File: config.mk
export PLATFORM = sky130hd
export DESIGN_NAME = branch_predictor_btb
export DESIGN_NICKNAME = d
export VERILOG_FILES = /design/src/rtl/branch_predictor_btb_pkg.sv /design/src/rtl/branch_predictor_btb_sat_counter2.sv /design/src/rtl/branch_predictor_btb.sv
export SDC_FILE = /design/constraint.sdc
export NUM_CORES = 1
export LEC_CHECK = 0
export CORE_MARGIN = 4
export CORE_UTILIZATION = 25
export CTS_CLUSTER_SIZE = 20
export DETAILED_ROUTE_END_ITERATION = 6
export HOLD_SLACK_MARGIN = 0.03
export MAX_ROUTING_LAYER = met4
export PLACE_DENSITY = 0.38
export SYNTH_ARGS = -nofsm -noshare
export SYNTH_HDL_FRONTEND = slang
export SYNTH_HIERARCHICAL = 1
export SYNTH_SLANG_ARGS = --single-unit
File: constraint.sdc
create_clock -name clk -period 6.21 [get_ports clk]
set_input_delay 0.9315 -clock clk [delete_from_list [all_inputs] [get_ports clk]]
set_output_delay 0.9315 -clock clk [all_outputs]
set_load 0.03 [all_outputs]
File: src/rtl/branch_predictor_btb_pkg.sv
// branch_predictor_btb_pkg: shared constants, counter encoding and BTB entry layout for the branch predictor.
package branch_predictor_btb_pkg;
  localparam int RV_XLEN = 32;
  localparam int BTB_DEFAULT_ENTRIES = 16;
  localparam int BTB_DEFAULT_TAG_BITS = 8;
  typedef enum logic [1:0] {
    STRONG_NT = 2'b00,
    WEAK_NT   = 2'b01,
    WEAK_T    = 2'b10,
    STRONG_T  = 2'b11
  } bp_ctr_e;
  typedef struct packed {
    logic                            valid;
    logic [BTB_DEFAULT_TAG_BITS-1:0] tag;
    logic [RV_XLEN-1:0]              target;
    logic                            is_jump;
    bp_ctr_e                         ctr;
  } btb_entry_t;
endpackage

File: src/rtl/branch_predictor_btb_sat_counter2.sv
// sat_counter2: next-state function of a 2-bit saturating up/down counter (ctr_i current, up_i direction, ctr_o next).
module sat_counter2
  import branch_predictor_btb_pkg::*;
(
  input  bp_ctr_e ctr_i,
  input  logic    up_i,
  output bp_ctr_e ctr_o
);
  always_comb
    ctr_o = up_i ? (ctr_i == STRONG_T  ? STRONG_T  : bp_ctr_e'(ctr_i + 2'd1))
                 : (ctr_i == STRONG_NT ? STRONG_NT : bp_ctr_e'(ctr_i - 2'd1));
endmodule

File: src/rtl/branch_predictor_btb.sv
// branch_predictor_btb: direct-mapped BTB with 2-bit direction counters; fetch_pc -> pred_taken/pred_target, ex_* resolution -> mispredict/redirect_pc, table update next edge, stat_* counters.
module branch_predictor_btb
  import branch_predictor_btb_pkg::*;
#(
  parameter int XLEN        = RV_XLEN,
  parameter int BTB_ENTRIES = BTB_DEFAULT_ENTRIES,
  parameter int TAG_BITS    = BTB_DEFAULT_TAG_BITS,
  parameter int STAT_BITS   = 32
) (
  input  logic                 clk,
  input  logic                 rst,
  input  logic                 flush_tables,
  input  logic [XLEN-1:0]      fetch_pc,
  output logic                 pred_taken,
  output logic [XLEN-1:0]      pred_target,
  input  logic                 ex_valid,
  input  logic [XLEN-1:0]      ex_pc,
  input  logic                 ex_is_branch,
  input  logic                 ex_is_jump,
  input  logic                 ex_taken,
  input  logic [XLEN-1:0]      ex_target,
  input  logic                 ex_pred_taken,
  input  logic [XLEN-1:0]      ex_pred_target,
  output logic                 mispredict,
  output logic [XLEN-1:0]      redirect_pc,
  output logic [STAT_BITS-1:0] stat_branches,
  output logic [STAT_BITS-1:0] stat_mispredicts
);
  localparam int IDX = $clog2(BTB_ENTRIES);
  logic [BTB_ENTRIES-1:0] valid_q, valid_d, jmp_q, jmp_d;
  logic [TAG_BITS-1:0]    tag_q [BTB_ENTRIES];
  logic [TAG_BITS-1:0]    tag_d [BTB_ENTRIES];
  logic [XLEN-1:0]        target_q [BTB_ENTRIES];
  logic [XLEN-1:0]        target_d [BTB_ENTRIES];
  bp_ctr_e                ctr_q [BTB_ENTRIES];
  bp_ctr_e                ctr_d [BTB_ENTRIES];
  bp_ctr_e                ctr_nxt [BTB_ENTRIES];
  logic [STAT_BITS-1:0]   br_q, br_d, mis_q, mis_d;
  logic [IDX-1:0]         f_idx, e_idx;
  logic [TAG_BITS-1:0]    f_tag, e_tag;
  logic                   f_hit, e_hit, res, unused_pc;
  assign f_idx = fetch_pc[IDX+1:2];
  assign f_tag = fetch_pc[TAG_BITS+IDX+1:IDX+2];
  assign e_idx = ex_pc[IDX+1:2];
  assign e_tag = ex_pc[TAG_BITS+IDX+1:IDX+2];
  assign unused_pc = ^{fetch_pc, ex_pc};
  assign f_hit = valid_q[f_idx] && tag_q[f_idx] == f_tag;
  assign e_hit = valid_q[e_idx] && tag_q[e_idx] == e_tag;
  assign pred_taken  = f_hit && (jmp_q[f_idx] || ctr_q[f_idx][1]);
  assign pred_target = pred_taken ? target_q[f_idx] : '0;
  // A branch+jump encoding still counts as a resolve; is_jump wins wherever they differ.
  assign res = ex_valid && (ex_is_branch || ex_is_jump);
  assign mispredict = !rst && res &&
                      ((ex_taken != ex_pred_taken) || (ex_taken && ex_target != ex_pred_target));
  assign redirect_pc = mispredict ? (ex_taken ? ex_target : ex_pc + XLEN'(4)) : '0;
  for (genvar g = 0; g < BTB_ENTRIES; g++) begin : g_ctr
    sat_counter2 u_ctr (.ctr_i(ctr_q[g]), .up_i(ex_taken), .ctr_o(ctr_nxt[g]));
  end
  always_comb begin
    valid_d  = flush_tables ? '0 : valid_q;
    jmp_d    = jmp_q;
    tag_d    = tag_q;
    target_d = target_q;
    ctr_d    = ctr_q;
    // Flush wins over a coincident update; fetch reads pre-update contents (no bypass).
    if (res && !flush_tables) begin
      if (ex_taken) begin
        valid_d[e_idx]  = 1'b1;
        tag_d[e_idx]    = e_tag;
        target_d[e_idx] = ex_target;
        jmp_d[e_idx]    = ex_is_jump;
        ctr_d[e_idx]    = ex_is_jump ? STRONG_T : (e_hit ? ctr_nxt[e_idx] : WEAK_T);
      end else if (e_hit)
        ctr_d[e_idx] = ctr_nxt[e_idx];
    end
    br_d  = (res && br_q != '1) ? br_q + STAT_BITS'(1) : br_q;
    mis_d = (mispredict && mis_q != '1) ? mis_q + STAT_BITS'(1) : mis_q;
  end
  always_ff @(posedge clk or posedge rst)
    if (rst) begin
      valid_q <= '0;
      for (int i = 0; i < BTB_ENTRIES; i++) ctr_q[i] <= WEAK_NT;
      br_q  <= '0;
      mis_q <= '0;
    end else begin
      valid_q <= valid_d;
      ctr_q   <= ctr_d;
      br_q    <= br_d;
      mis_q   <= mis_d;
    end
  // Payload is meaningless while its valid bit is clear, so it needs no reset.
  always_ff @(posedge clk) begin
    jmp_q    <= jmp_d;
    tag_q    <= tag_d;
    target_q <= target_d;
  end
  assign stat_branches    = br_q;
  assign stat_mispredicts = mis_q;
endmodule

Word-level counts from Yosys, hierarchy flattened. Cells that the tools add are included.

Equal/unequal tests: 22. Order comparisons: 6. Reduce and logical (&&, ||, !) cells: 36. $add $sub $neg: 35. Mux-type cells: 92. Bitwise gates (word level): 3.

Operator list (count): $bwmux 512 (1); $mux 32 (8); $bmux 32 s4 (1); $bwmux 128 (1); $demux 32 s4 (1); $mux 2 (55); $add 32x1->32 const B (2); $bmux 8 s4 (2); $bwmux 32 (2); $ne 32x32->1 const B (2); $mux 16 (3); $mux 8 (5); $add 2x1->2 const B (16); $add 32x3->32 const B (1); $demux 8 s4 (1); $eq 2x2->1 const B (16); $logic_not 2->1 (16); $ne 32x32->1 (1); $sub 2x1->2 const B (16); $bmux 2 s4 (2); $bwmux 16 (1); $eq 8x8->1 (2); $or 16x16->16 (1); $bmux 1 s4 (3); other kinds (14) (35).

Flip-flop bits (word level): 768. Output and inout port bits: 130. Word-level logic and storage cells: 246. Input port bits: 136.

Logic depth before layout (Yosys ltp).
Word-level depth: 10. Depth in mapped cells: 12. Mapped depth without buffers: 9.

By module. The synthesis kept the hierarchy.

By module, submodules not included: branch_predictor_btb (times used 1, cells each 1781, area an instance 32880.3 um^2, seq. area each 22521.6 um^2); sat_counter2 (times used 16, cells each 3, area an instance 26.3 um^2, seq. area each 0.0 um^2).

Least setup slack after synthesis. Ideal clock, no wire load.

Path kind: input port to output port. Start point: in rst. End point: out redirect_pc[31]. Path buffers: 0. Stages on the path: 4. Required time: 5278 ps. Arrival time: 5120 ps. Slack: 159 ps. Cells stage by stage: inv_1 o2111ai_1 inv_1 and2_1.

Longest elaborated chain between the ends: 4.

RTL lines: from (decl) (line branch_predictor_btb.sv:11) `input logic rst,`; $logic_not 1->1 (no line); $logic_and 1x1->1 (2 in a row) (line branch_predictor_btb.sv:53) `assign mispredict = !rst && res &&`; named net mispredict (line branch_predictor_btb.sv:24) `output logic mispredict,`; $mux 32 (line branch_predictor_btb.sv:55) `assign redirect_pc = mispredict ? (ex_taken ? ex_target : ex_pc + XLEN'(4)) : '0;`; to (decl) (line branch_predictor_btb.sv:25) `output logic [XLEN-1:0] redirect_pc,`.

The timed path passes the listed nets, and every way through them passes these cells.

Worst setup path in the final report.
Start point: in ex_target[12]. End point: out redirect_pc[22].

Longest elaborated chain between the ends: 5.

RTL lines: from (decl) (line branch_predictor_btb.sv:21) `input logic [XLEN-1:0] ex_target,`; $ne 32x32->1 (line branch_predictor_btb.sv:54) `((ex_taken != ex_pred_taken) || (ex_taken && ex_target != ex_pred_target));`; $logic_and 1x1->1 (line branch_predictor_btb.sv:54); $logic_or 1x1->1 (line branch_predictor_btb.sv:54); $logic_and 1x1->1 (line branch_predictor_btb.sv:53); $mux 32 (line branch_predictor_btb.sv:55).

Every way passes these cells.

==> results.md <==
* F_max at 171 MHz
* Crit path max fanout at 18
* Antenna Nets Post-Route at 0
* Largest area contributor in the netlist: edfxtp_1
* Total power at 12.1 mW
* R2R Path End: ctr_q[20]
* Least-Margin Pin Slew at 1.16 ns
* Syn Std Cell Area at around 33000 um2
* Hold slack at 0.499 ns
* Synth-to-Final Area Change at 25.4%
* Synth cell types at 59
* DIE WIDTH at approximately 370 um
* VDD IR max at about 0.00019 V
* Fillers at approximately 13000
* Final hold violation count at 0
* DR vias at 18700
* Async SR Flop Fraction at roughly 15%
* Setup TNS at 0 ns
* Later-pin clock latency in the skew report at 0.67 ns
* Clock Power Share at 43.5%
* Critical Path Sink Type: output port
* Syn avg cell area at 18.2 um2
* Top post-synthesis cells by area: edfxtp_1 59%, mux4_2 15%, dfrtp_1 7.2%
* Antenna violations before repair at 16
* Max-cap violations at 0
* Design area at 41800 um2
* Final non-filler cell total at 4019
* P_int at 9.29 mW
* Most used DFF post-synth: edfxtp_1
* Fin crit share at 94.4%
* Post-synth EDFFs at 656
* Critical path type: input pin to output port
* Worst Path Buf+Inv at 3
* DP Cell Count at 3838
* Post-CTS setup buffers at 0
* #FFs+latches synth at roughly 770
* WP data arrival at a little under 5 ns
* Slowest-stage cell, CP: clkdlybuf4s50_1
* Syn Nets at between 1500 and 2000
* Starting DRT DRC Count at 1413
* CTS H-tree depth at 3
* I/O pin count at 266
* Worst clock skew at 0.0230 ns
* I/O Buffers at ~250
* Cts hold-fix bufs at 0
* Synth Warn # at 6
* Cell Area, Placed at 38800 um2
* First-pass GRT wire length at approximately 160 mm
* Die area at around 140000 um2
* RSZ-0062 raised after global routing: no
* Share of layout cells above drive strength 1 at between 20% and 30%
* Sequential share of power at around 48%
* Core area at ~130000 um2
* Endpoints failing setup at 0
* Min-Delay Startpoint: valid_q[6]
* # rows at 133
* Nets at 2318
* Comb power frac at under 10%
* Clock buffer depth at 3
* Starting Density at approximately 25%
* Leakage at 13.7 nW
* Worst path required time at between 5 and 6 ns
* Total track usage at 16.5%
* Hold path cells at 1
* Seq/Total Area, Yosys at just under 70%
* Residual DRC at 0
* CP Cell Sequence: clkdlybuf4s50_1 -> xnor2_1 -> nand4_1 -> nor4_1 -> nand4_1 -> o2111ai_4 -> buf_4 -> nor2_1 -> clkdlybuf4s50_1
* CP Launch Type: input pin
* Clock slew at reported path FFs at approximately 0.060 ns
* Critical path's largest stage delay at 1.09 ns
* Min-delay worst type: flop to flop
* DRT Pass-1 Iters at 5
* CTS root buffer: clkbuf_16
* Grt total ovfl at 0
* Critical path's top delay family: buffers and inverters
* Cell count after synthesis at 1829
* Sink Count at 768
* Number of buffers created by CTS at 91
* Final Max Slew Viols at 0
* Routed len/inst at 28.0 um
* Minimum clock period at 5.86 ns
* Min-Delay Endpoint: valid_q[6]
* Register cell area after layout at 22500 um2
* HPWL after detailed placement at 72.6 mm
* NetSw at 2.81 mW
* Post-CTS Resized at 0
* Synth top area share at 59.2%
* Status: complete, no violations
* Largest net degree at the start of global routing at 68
* Multi-input gate area at 10300 um2
* Sw Ratio at between 20% and 30%
* Slew HR at about 22%
* Worst Reg-to-Reg Cells at 9
* CTS tree: built
* Routability congestion estimate at 0.788
* Die Height at roughly 370 um
* PD cells at slightly below 300 nW/um2
* Number of global-route vias before repair at between 20000 and 25000
* FF-to-FF Start: tag_q[43]
* R2R Setup Slk at 3.19 ns
* Drt via density at 4.66
* Routed Wire Length at between 100 and 150 mm
## area by class of cell
| type | instances | area share [%] |
|---|---|---|
| inverters | 43 | 0.392 |
| diodes | 14 | 0.0839 |
| flip-flops and latches | 768 | 53.9 |
| repair buffers | 344 | 8.67 |
| clock inverters | 51 | 1.13 |
| well taps | 1755 | 5.26 |
| clock buffers | 116 | 5.90 |
| multi-input cells | 928 | 24.6 |
## registers in the layout, indices dropped and copies added (netlist names)
name              cells
target_q            512
tag_q               128
ctr_q                32
stat_branches        32
stat_mispredicts     32
jmp_q                16
valid_q              16
## per-stage QoR
| step | worst slack (ns) | util, % |
|---|---|---|
| after floorplan | 0.159 | - |
| after global placement | 0.321 | 29.4 |
| after detailed placement | 0.346 | 29.4 |
| after CTS | 0.322 | 31.6 |
| after global routing | 0.0736 | 31.6 |
| final | 0.345 | 31.7 |
## routing by layer
metal  global-route usage, %  vias to the layer above  routed length (um)
met2                    25.7                      555               52700
met4                    2.98                        0                1770
met1                    22.0                    10000               51000
li1                        -                     8043                   -
met3                    4.28                      109                7200
met5                       -                        -                   0
## power by group through the flow
stage               combinational [mW]  sequential, mW  clock (mW)
global route                      1.15            5.78        5.65
global placement                  1.10            5.87           0
CTS                               1.10            5.77        5.43
finish                            1.08            5.77        5.26
floorplan                        0.510            5.92           0
detailed placement                1.10            5.87           0
## synthesized netlist by cell type (4+ instances only)
library cell / instances
nand4_1: 33
o22ai_1: 8
clkbuf_1: 47
a22oi_1: 15
inv_1: 43
nor2b_1: 35
a221oi_1: 7
a21o_1: 18
mux2i_1: 30
buf_4: 6
maj3_2: 32
mux4_1: 4
nor2_1: 98
buf_1: 10
buf_6: 6
and4_1: 10
nand3_1: 28
o21ai_0: 28
xnor2_1: 100
mux4_2: 229
dfrtp_1: 96
nor3_1: 14
dfstp_2: 16
xor2_1: 44
mux2_4: 9
mux2_2: 25
nand3b_1: 4
and2_1: 9
o21ai_1: 9
or3_1: 4
buf_2: 19
edfxtp_1: 656
ha_1: 6
nand2_1: 52
a21oi_1: 28
and3_1: 19
## worst max path at each step
stage / from / endpoint / depth (start not counted)
2_1_floorplan: rst / redirect_pc[31] / 4
3_3_place_gp: ex_target[12] / redirect_pc[22] / 9
3_5_place_dp: ex_target[12] / redirect_pc[22] / 9
4_1_cts: ex_target[12] / redirect_pc[22] / 9
5_1_grt: ex_target[12] / redirect_pc[22] / 9
6_report: ex_target[12] / redirect_pc[22] / 9
## kinds of logic (layout without fill, tap and decap cells)
kind of cell	count (synthesis)	count (layout)	synth area share, %
other	0	14	0
adder cells (fa/ha/maj)	38	38	1.31
AO/OA/AOI/OAI	126	126	2.54
multiplexers	299	299	18.0
AND/OR/NAND/NOR	321	321	4.89
buffers and inverters	133	554	1.83
XOR/XNOR	144	144	3.79
flip-flops	768	768	67.6
## placed cells by master (no fill, tap or decap), types with 28 or more instances in the layout
cell,instances
xnor2_1,100
o21ai_0,28
nor2_1,86
nand3_1,28
clkbuf_16,95
a21oi_1,28
mux2i_1,30
maj3_2,32
dfrtp_1,96
clkdlybuf4s50_1,203
buf_12,42
nor2b_1,35
nand4_1,33
edfxtp_1,656
nand2_1,52
xor2_1,44
buf_4,95
mux4_2,229
inv_1,42
No activity file was read; power rests on OpenSTA's default activity.
